**config.mk**
```make
export PLATFORM = sky130hd
export DESIGN_NAME = alu_seq
export DESIGN_NICKNAME = d
export VERILOG_FILES = /design/src/rtl/alu_pkg.sv /design/src/rtl/alu_seq_regfile.sv /design/src/rtl/alu_seq.sv
export SDC_FILE = /design/constraint.sdc
export NUM_CORES = 1
export LEC_CHECK = 0
export CAP_MARGIN = 40
export CORE_ASPECT_RATIO = 2
export CORE_UTILIZATION = 56
export CTS_BUF_LIST = sky130_fd_sc_hd__clkbuf_16
export DETAILED_ROUTE_END_ITERATION = 6
export GPL_ROUTABILITY_DRIVEN = 1
export GPL_TIMING_DRIVEN = 1
export PLACE_DENSITY = 0.8
export SYNTH_ARGS = -nofsm -noshare
export SYNTH_HDL_FRONTEND = slang
export SYNTH_SLANG_ARGS = --single-unit
```
**constraint.sdc**
```tcl
create_clock -name clk -period 4.3 [get_ports clk]
set_input_delay 0.86 -clock clk [delete_from_list [all_inputs] [get_ports clk]]
set_output_delay 0.86 -clock clk [all_outputs]
set_load 0.01 [all_outputs]
```
**src/rtl/alu_pkg.sv**
```systemverilog
// Shared definitions for the 16-bit ALU and its issue-side controller.
package alu_pkg;

    localparam int unsigned W    = 16;
    localparam int unsigned NREG = 8;
    localparam int unsigned RW   = 3;
    localparam int unsigned OPW  = 3;
    localparam int unsigned IW   = 16;

    // Instruction field positions: [15:13] op, [12:10] rd, [9:7] ra, [6:4] rb, [3] wb_en
    localparam int unsigned OP_LSB  = 13;
    localparam int unsigned RD_LSB  = 10;
    localparam int unsigned RA_LSB  = 7;
    localparam int unsigned RB_LSB  = 4;
    localparam int unsigned WB_BIT  = 3;
    localparam int unsigned RSVD_W  = 3;

    typedef enum logic [OPW-1:0] {
        OP_ADD = 3'b000,
        OP_SUB = 3'b001,
        OP_AND = 3'b010,
        OP_OR  = 3'b011,
        OP_XOR = 3'b100,
        OP_SHL = 3'b101,
        OP_SHR = 3'b110,
        OP_CMP = 3'b111
    } op_t;

    typedef enum logic [1:0] {
        IDLE  = 2'd0,
        ISSUE = 2'd1,
        EXEC  = 2'd2,
        RESP  = 2'd3
    } state_t;

    typedef struct packed {
        op_t           op;
        logic [RW-1:0] rd;
        logic [RW-1:0] ra;
        logic [RW-1:0] rb;
        logic          wb_en;
    } instr_t;

endpackage

```
**src/rtl/alu_seq_regfile.sv**
```systemverilog
// 8x16 register file: two combinational read ports, one synchronous write port.
module alu_seq_regfile
    import alu_pkg::*;
(
    input  logic          clk,
    input  logic          rst,
    input  logic          we,
    input  logic [RW-1:0] waddr,
    input  logic [W-1:0]  wdata,
    input  logic [RW-1:0] raddr_a,
    input  logic [RW-1:0] raddr_b,
    output logic [W-1:0]  rdata_a_c,
    output logic [W-1:0]  rdata_b_c
);

    logic [W-1:0] mem_q [NREG];

    // Storage with synchronous clear
    always_ff @(posedge clk) begin
        if (rst) begin
            for (int unsigned i = 0; i < NREG; i++) begin
                mem_q[i] <= '0;
            end
        end else if (we) begin
            mem_q[waddr] <= wdata;
        end
    end

    assign rdata_a_c = mem_q[raddr_a];
    assign rdata_b_c = mem_q[raddr_b];

endmodule

```
**src/rtl/alu_seq.sv**
```systemverilog
// Issue-side ALU controller: accepts reg-to-reg instructions, drives the
// external ALU, writes back the result and returns it over a handshake.
module alu_seq
    import alu_pkg::*;
(
    input  logic            clk,
    input  logic            rst,
    input  logic            ld_valid,
    input  logic [RW-1:0]   ld_addr,
    input  logic [W-1:0]    ld_data,
    output logic            ld_ready,
    input  logic            instr_valid,
    input  logic [IW-1:0]   instr,
    output logic            instr_ready,
    output logic [W-1:0]    alu_a,
    output logic [W-1:0]    alu_b,
    output logic [OPW-1:0]  alu_sel,
    input  logic [W-1:0]    alu_out,
    output logic            res_valid,
    output logic [W-1:0]    res_data,
    output logic [RW-1:0]   res_rd,
    input  logic            res_ready
);

    state_t        state_q, state_d;
    instr_t        op_q;
    logic          accept;
    logic          rf_we;
    logic [RW-1:0] rf_waddr;
    logic [W-1:0]  rf_wdata;
    logic [W-1:0]  rf_rdata_a;
    logic [W-1:0]  rf_rdata_b;
    logic          unused_rsvd;

    assign unused_rsvd = ^instr[RSVD_W-1:0];

    alu_seq_regfile u_regfile (
        .clk       (clk),
        .rst       (rst),
        .we        (rf_we),
        .waddr     (rf_waddr),
        .wdata     (rf_wdata),
        .raddr_a   (op_q.ra),
        .raddr_b   (op_q.rb),
        .rdata_a_c (rf_rdata_a),
        .rdata_b_c (rf_rdata_b)
    );

    // State register
    always_ff @(posedge clk) begin
        if (rst) begin
            state_q <= IDLE;
        end else begin
            state_q <= state_d;
        end
    end

    // Next state, handshake readies and register-file write mux (load vs write-back)
    always_comb begin
        state_d     = state_q;
        ld_ready    = 1'b0;
        instr_ready = 1'b0;
        accept      = 1'b0;
        rf_we       = 1'b0;
        rf_waddr    = '0;
        rf_wdata    = '0;
        case (state_q)
            IDLE: begin
                ld_ready    = 1'b1;
                instr_ready = !ld_valid;
                if (ld_valid) begin
                    rf_we    = 1'b1;
                    rf_waddr = ld_addr;
                    rf_wdata = ld_data;
                end else if (instr_valid) begin
                    accept  = 1'b1;
                    state_d = ISSUE;
                end
            end
            ISSUE: begin
                state_d = EXEC;
            end
            EXEC: begin
                state_d = RESP;
                if (op_q.wb_en) begin
                    rf_we    = 1'b1;
                    rf_waddr = op_q.rd;
                    rf_wdata = alu_out;
                end
            end
            RESP: begin
                if (res_ready) begin
                    state_d = IDLE;
                end
            end
            default: begin
                state_d = IDLE;
            end
        endcase
    end

    // Instruction latch, ALU operand registers and result registers
    always_ff @(posedge clk) begin
        if (rst) begin
            op_q      <= '0;
            alu_a     <= '0;
            alu_b     <= '0;
            alu_sel   <= '0;
            res_valid <= 1'b0;
            res_data  <= '0;
            res_rd    <= '0;
        end else begin
            if (accept) begin
                op_q.op    <= op_t'(instr[OP_LSB +: OPW]);
                op_q.rd    <= instr[RD_LSB +: RW];
                op_q.ra    <= instr[RA_LSB +: RW];
                op_q.rb    <= instr[RB_LSB +: RW];
                op_q.wb_en <= instr[WB_BIT];
            end
            if (state_q == ISSUE) begin
                alu_a   <= rf_rdata_a;
                alu_b   <= rf_rdata_b;
                alu_sel <= OPW'(op_q.op);
            end
            if (state_q == EXEC) begin
                res_data  <= alu_out;
                res_rd    <= op_q.rd;
                res_valid <= 1'b1;
            end else if (state_q == RESP && res_ready) begin
                res_valid <= 1'b0;
            end
        end
    end

endmodule

```
==> results.toml, run 1 <==
[cts]
cts_made_buffers = 17
cts-root-buf = "clkbuf_16"
insertion_delay_ns = 0.44
ctsHoldBuffers = 0
post_cts_resized = 0
cts_buffer_depth = 2
tritoncts = "yes"
path_clk_slew_ns = 0.07
post_cts_buffers = 0
clkSinkCount = 198
cts_max_level = 4

[pwr]
clkPwrFrac_pct = 25.7
powerDensity_nw_per_um2 = 509
p_comb_share_pct = 31.0
swShare_pct = 32.5
total_leakage_power_nw = 3.80
pwr-share-seq_pct = 43.3
power.internal_mw = 3.83
ir_drop_uv = 448
power.switching_mw = 1.84

[synthesis]
ys_top_cells_by_area = "edfxtp_1 42%, dfxtp_1 15%, mux2i_1 9.4%"
synth_area_leader_cell = "edfxtp_1"
avgSynthCellArea_sq_um = 11.6
synth_top_family_by_area = "multiplexers"
synth_xor_area_share_pct = 0
synth_edf_count = 128
synth_area_sq_um = 9250
synthCells = 801
synth-compound-area-share_pct = 11.4
syn_nets = 862
ys_warn_count = 0
synthAdderAreaFrac_pct = 0.676
synth_top_cell_area_share_pct = 41.5
synth_cell_types = 34
synth_mux_area_share_pct = 17.2
synth_ff_type = "edfxtp_1"
yosys.area_share.simple_pct = 11.1
ys_ff_latch = 198
yosysSeqAreaShare_pct = 56.7
async_flop_share_pct = 0

[cells_and_area]
areaGrowthSynthToFinish_pct = 20.5
layout_commonest_cell = "nor2_1"
final_util_pct = 68.9
finalInstanceArea_sq_um = 11100
antenna-diode-count = 0
fin_nets = 962
drive_above_1_share_pct = 15.4
layout_common_cells = "184 x nor2_1, 128 x edfxtp_1, 108 x clkdlybuf4s50_1"

[sta]
max_freq_mhz = 315
post-route-min-period_ns = 3.17
worst_pin_slew_ns = 0.926
tns_ns = 0
finalHoldViolations = 0
min_period_over_period_pct = 73.8
setup_viol = 0
slew_violations = 0
rsz0062_at_grt = "false"
slew_headroom_pct = 38.1
holdWs_ns = 0.460
clock_skew_ns = 0.00847

[die]
start_util_pct = 57.2
die-area_sq_um = 17100
core_sq_um = 16200
die_y_um = 184
ios = 113
rows = 66
fp.dieW_um = 92.9

[grt]
antenna_found_initial = 0
grt_max_degree = 72
track_usage_pct = 30.5
grt_pass1_vias = 7352
grt_pass1_wl_um = 38300
grt-ovfl-total = 0

[placed_design]
routabilityCongestion = 0.853
dp_hpwl_um = 17000
post_dp_cell_area_sq_um = 10600
portBuffers = 109

[drt]
num_vias = 7085
ant_nets = 0
dr.pass1.iters = 5
vias_per_cell = 6.34
drt_wl_total_um = 25400
drc = 0
wl_per_cell_um = 22.7
drt-initial-drc-count = 668

[hold_path]
min_path_type = "reg2reg"
min_path_cells = 2

[critical_path]
path_buf_inv = 3
worstPathMaxFanout = 20
crit_slowest_cell = "and2_1"
ff2ff_path_depth = 8
cpLargestDelayFamily = "buffers and inverters"
path_cells = "clkdlybuf4s50_1 > and2_1 > a22o_1 > nand4_2 > buf_4 > nand2_1 > buf_4"
max_stage_delay_ns = 0.65
crit_cells = 7
critPathLaunchType = "primary input"
arrival_ns = 3.28
worstSetupPathType = "in2reg"
cpMostUsedCell = "buf_4"
endpoint_kind = "flip-flop"
cp_data_required_time_ns = 4.41

[flow_run]
maxCapViolations = 0

[status]
status = "complete, no violations"
-- layer usage --
layer	vias up	track usage (%)	part of all wire (%)
met5	-	0	0
met2	416	55.0	54
li1	3182	-	-
met1	3377	31.8	33
met3	110	6.20	7.2
met4	0	18.8	5.4
-- logic make-up after synthesis --
| group | count (synthesis) |
|---|---|
| simple gates | 248 |
| flops | 198 |
| mux | 151 |
| compound gates | 137 |
| buf+inv | 62 |
| fa+ha+maj | 5 |
-- final timing paths --
| check | from | to | slack (ns) |
|---|---|---|---|
| setup reg to reg | state_q[0] | u_regfile.mem_q[7][7] | 1.29 |
| setup / recovery | ld_valid | u_regfile.mem_q[7][7] | 1.13 |
| hold reg to reg | op_q[11] | op_q[11] | 0.46 |
| hold / removal | op_q[11] | op_q[11] | 0.46 |
-- power by group through the flow --
| stage | clock network (mW) | registers [mW] | logic [mW] |
|---|---|---|---|
| 3_5_place_dp | 0 | 2.49 | 1.75 |
| 2_1_floorplan | 0 | 2.51 | 1.02 |
| 6_report | 1.46 | 2.45 | 1.76 |
| 3_3_place_gp | 0 | 2.47 | 1.68 |
| 5_1_grt | 1.55 | 2.48 | 1.89 |
| 4_1_cts | 1.48 | 2.45 | 1.75 |
-- cell type report --
class / count / area [sq um]
clock buffers: 17 / 425
multi-input cells: 541 / 3750
repair buffers: 140 / 1360
inverters: 3 / 11.3
well taps: 204 / 255
flip-flops and latches: 198 / 5250
clock inverters: 15 / 100
fillers: 1239 / 5040
-- synthesized netlist by cell type (19+ instances only) --
| master | count |
|---|---|
| nor2_1 | 186 |
| edfxtp_1 | 128 |
| mux2i_1 | 87 |
| dfxtp_1 | 70 |
| mux2_2 | 64 |
| nand2_1 | 38 |
| a211oi_1 | 33 |
| a22oi_1 | 30 |
| clkbuf_1 | 30 |
| a221o_1 | 19 |
| buf_2 | 19 |
| o22ai_1 | 19 |
-- metrics by stage --
step | power (mW) | setup slack (ns) | cells
2_1_floorplan | 3.53 | 1.02 | 801
3_3_place_gp | 4.15 | 0.747 | 1079
3_5_place_dp | 4.24 | 0.688 | 1086
4_1_cts | 5.69 | 1.15 | 1118
5_1_grt | 5.92 | 1.03 | 1118
6_report | 5.67 | 1.13 | 1118
-- sequential cells by signal, summed over array words and instances (netlist names) --
name and flops:
alu_sel 3, res_valid 1, state_q 2, res_data 16, op_q 13, u_regfile.mem_q 128, alu_a 16, res_rd 3
alu_b 16
-- worst reg2reg max path, stage by stage, from the launching register on --
cell and delay, ns:
dfxtp_1 0.35, inv_1 0.12, ha_1 0.32, and2_1 0.67, a22o_1 0.40, nand4_2 0.11
buf_4 0.25, nand2_1 0.10, buf_4 0.33
Power figures use the tool's default switching activity.
==> run 2, diff against run 1 <==
--- a/config.mk
+++ b/config.mk
@@ -7,12 +7,12 @@
 export LEC_CHECK = 0
 export CAP_MARGIN = 40
 export CORE_ASPECT_RATIO = 2
-export CORE_UTILIZATION = 56
+export CORE_UTILIZATION = 51
 export CTS_BUF_LIST = sky130_fd_sc_hd__clkbuf_16
 export DETAILED_ROUTE_END_ITERATION = 6
 export GPL_ROUTABILITY_DRIVEN = 1
 export GPL_TIMING_DRIVEN = 1
-export PLACE_DENSITY = 0.8
+export PLACE_DENSITY = 0.77
 export SYNTH_ARGS = -nofsm -noshare
 export SYNTH_HDL_FRONTEND = slang
 export SYNTH_SLANG_ARGS = --single-unit
==> constraint.sdc (replaced) <==
create_clock -name clk -period 2.6 [get_ports clk]
set_input_delay 0.52 -clock clk [delete_from_list [all_inputs] [get_ports clk]]
set_output_delay 0.52 -clock clk [all_outputs]
set_load 0.01 [all_outputs]
==> results.toml, run 2 (same netlist as run 1, synthesis figures left out) <==
[status]
status = "complete, no violations"

[sta]
clock_skew_ns = 0.00977
finalHoldViolations = 0
post-route-min-period_ns = 2.51
worst_pin_slew_ns = 0.528
tns_ns = 0
rsz0062_at_grt = "false"
min_period_over_period_pct = 96.6
setup_viol = 0
slew_violations = 0
holdWs_ns = 0.455
max_freq_mhz = 398
slew_headroom_pct = 64.8

[drt]
drt_wl_total_um = 23800
vias_per_cell = 5.99
drt-initial-drc-count = 543
drc = 0
num_vias = 6884
dr.pass1.iters = 6
ant_nets = 0
wl_per_cell_um = 20.7

[cells_and_area]
layout_commonest_cell = "nor2_1"
fillers = 1371
seqCellArea_sq_um = 5250
regMostFlops = "u_regfile.mem_q"
multi_input_area_sq_um = 3770
layout_common_cells = "186 x nor2_1, 128 x edfxtp_1, 108 x clkdlybuf4s50_1"
areaGrowthSynthToFinish_pct = 24.4
drive_above_1_share_pct = 18.2
antenna-diode-count = 0
largest_reg_flops = 128
fin_nets = 984

[flow_run]
maxCapViolations = 0

[cts]
post_cts_resized = 0
cts-root-buf = "clkbuf_16"
insertion_delay_ns = 0.44
cts_max_level = 4
ctsHoldBuffers = 0
clkSinkCount = 198
cts_buffer_depth = 2
path_clk_slew_ns = 0.07
tritoncts = "yes"
post_cts_buffers = 0
cts_made_buffers = 17

[placed_design]
dp_hpwl_um = 15800
routabilityCongestion = 0.849
portBuffers = 109

[critical_path]
crit_cells = 5
ff2ff_path_depth = 7
max_stage_delay_ns = 0.53
worstPathMaxFanout = 8
path_buf_inv = 3
arrival_ns = 1.99
cpLargestDelayFamily = "buffers and inverters"
path_cells = "inv_1 > ha_2 > nor2b_1 > buf_4 > clkdlybuf4s50_1"
endpoint_kind = "output port"
cp_data_required_time_ns = 2.08
worstSetupPathType = "reg2out"
crit_slowest_cell = "clkdlybuf4s50_1"
critPathLaunchType = "flip-flop"

[pwr]
swShare_pct = 31.1
p_comb_share_pct = 31.8
pwr-share-seq_pct = 40.9
ir_drop_uv = 577
power.switching_mw = 3.04
clkPwrFrac_pct = 27.3
powerDensity_nw_per_um2 = 849
total_leakage_power_nw = 3.96
power.internal_mw = 6.74

[hold_path]
min_path_cells = 2
min_path_type = "reg2reg"

[grt]
grt_pass1_wl_um = 36200
antenna_found_initial = 0
grt_max_degree = 66
grt_pass1_vias = 6766
track_usage_pct = 25.8
grt-ovfl-total = 0

[die]
core_sq_um = 17800
rows = 69
die_y_um = 193
start_util_pct = 52.0
fp.dieW_um = 97.3
die-area_sq_um = 18700
ios = 113
-- run 2: cell count changes in the layout (fill, tap and decap cells not counted), sizes merged --
cell    change
buf        +22
clkbuf      +3
inv         -4
bufinv      +1
-- run 2: through the flow --
stage / setup WS, ns / instances / total power, mW / utilization [%] / instance area (sq um)
after floorplan: 0.119 / 801 / 5.85 / - / 9280
after global placement: 0.151 / 1117 / 7.11 / 61.3 / 10900
after detailed placement: 0.112 / 1117 / 7.18 / 61.3 / 10900
after CTS: 0.00689 / 1149 / 9.82 / 64.7 / 11500
after global routing: 0.00436 / 1149 / 10.3 / 64.7 / 11500
final: 0.0893 / 1149 / 9.77 / 64.7 / 11500
-- run 2: final cells by class --
cell class / count / area share (%)
tap: 213 / 2.31
timing repair buffer: 162 / 14.0
multi-input combinational: 541 / 32.7
clock inverter: 12 / 0.946
sequential: 198 / 45.6
inverter: 3 / 0.0978
clock buffer: 20 / 4.35
-- run 2: path summary, 6_finish.rpt --
| path | start | to | slack (ns) |
|---|---|---|---|
| worst min-delay path | op_q[11] | op_q[11] | 0.45 |
| worst max register to register | state_q[0] | u_regfile.mem_q[0][5] | 0.32 |
| worst min register to register | op_q[11] | op_q[11] | 0.45 |
| worst max-delay path | state_q[0] | instr_ready | 0.09 |
-- run 2: routing by layer --
metal  part of all wire (%)  up-vias  routed length (um)  track usage (%)
met5                      0        -                   0                0
met4                    3.9        0                 920             14.1
met3                    4.7       78                1130             3.73
met2                     54      290               12900             47.0
met1                     37     3302                8820             28.7
li1                       -     3214                   -                -
-- run 2: tightest hold or removal path, stage by stage (launching register included) --
cell     delay [ns]
dfxtp_1        0.31
nand2_1        0.05
a21oi_1        0.05
-- run 2: power groups by stage --
stage	Sequential, mW	Clock (mW)	Combinational, mW
after global placement	4.05	0	3.06
after floorplan	4.15	0	1.70
after detailed placement	4.07	0	3.11
after CTS	4.00	2.70	3.12
final	4.00	2.67	3.11
after global routing	4.05	2.83	3.37
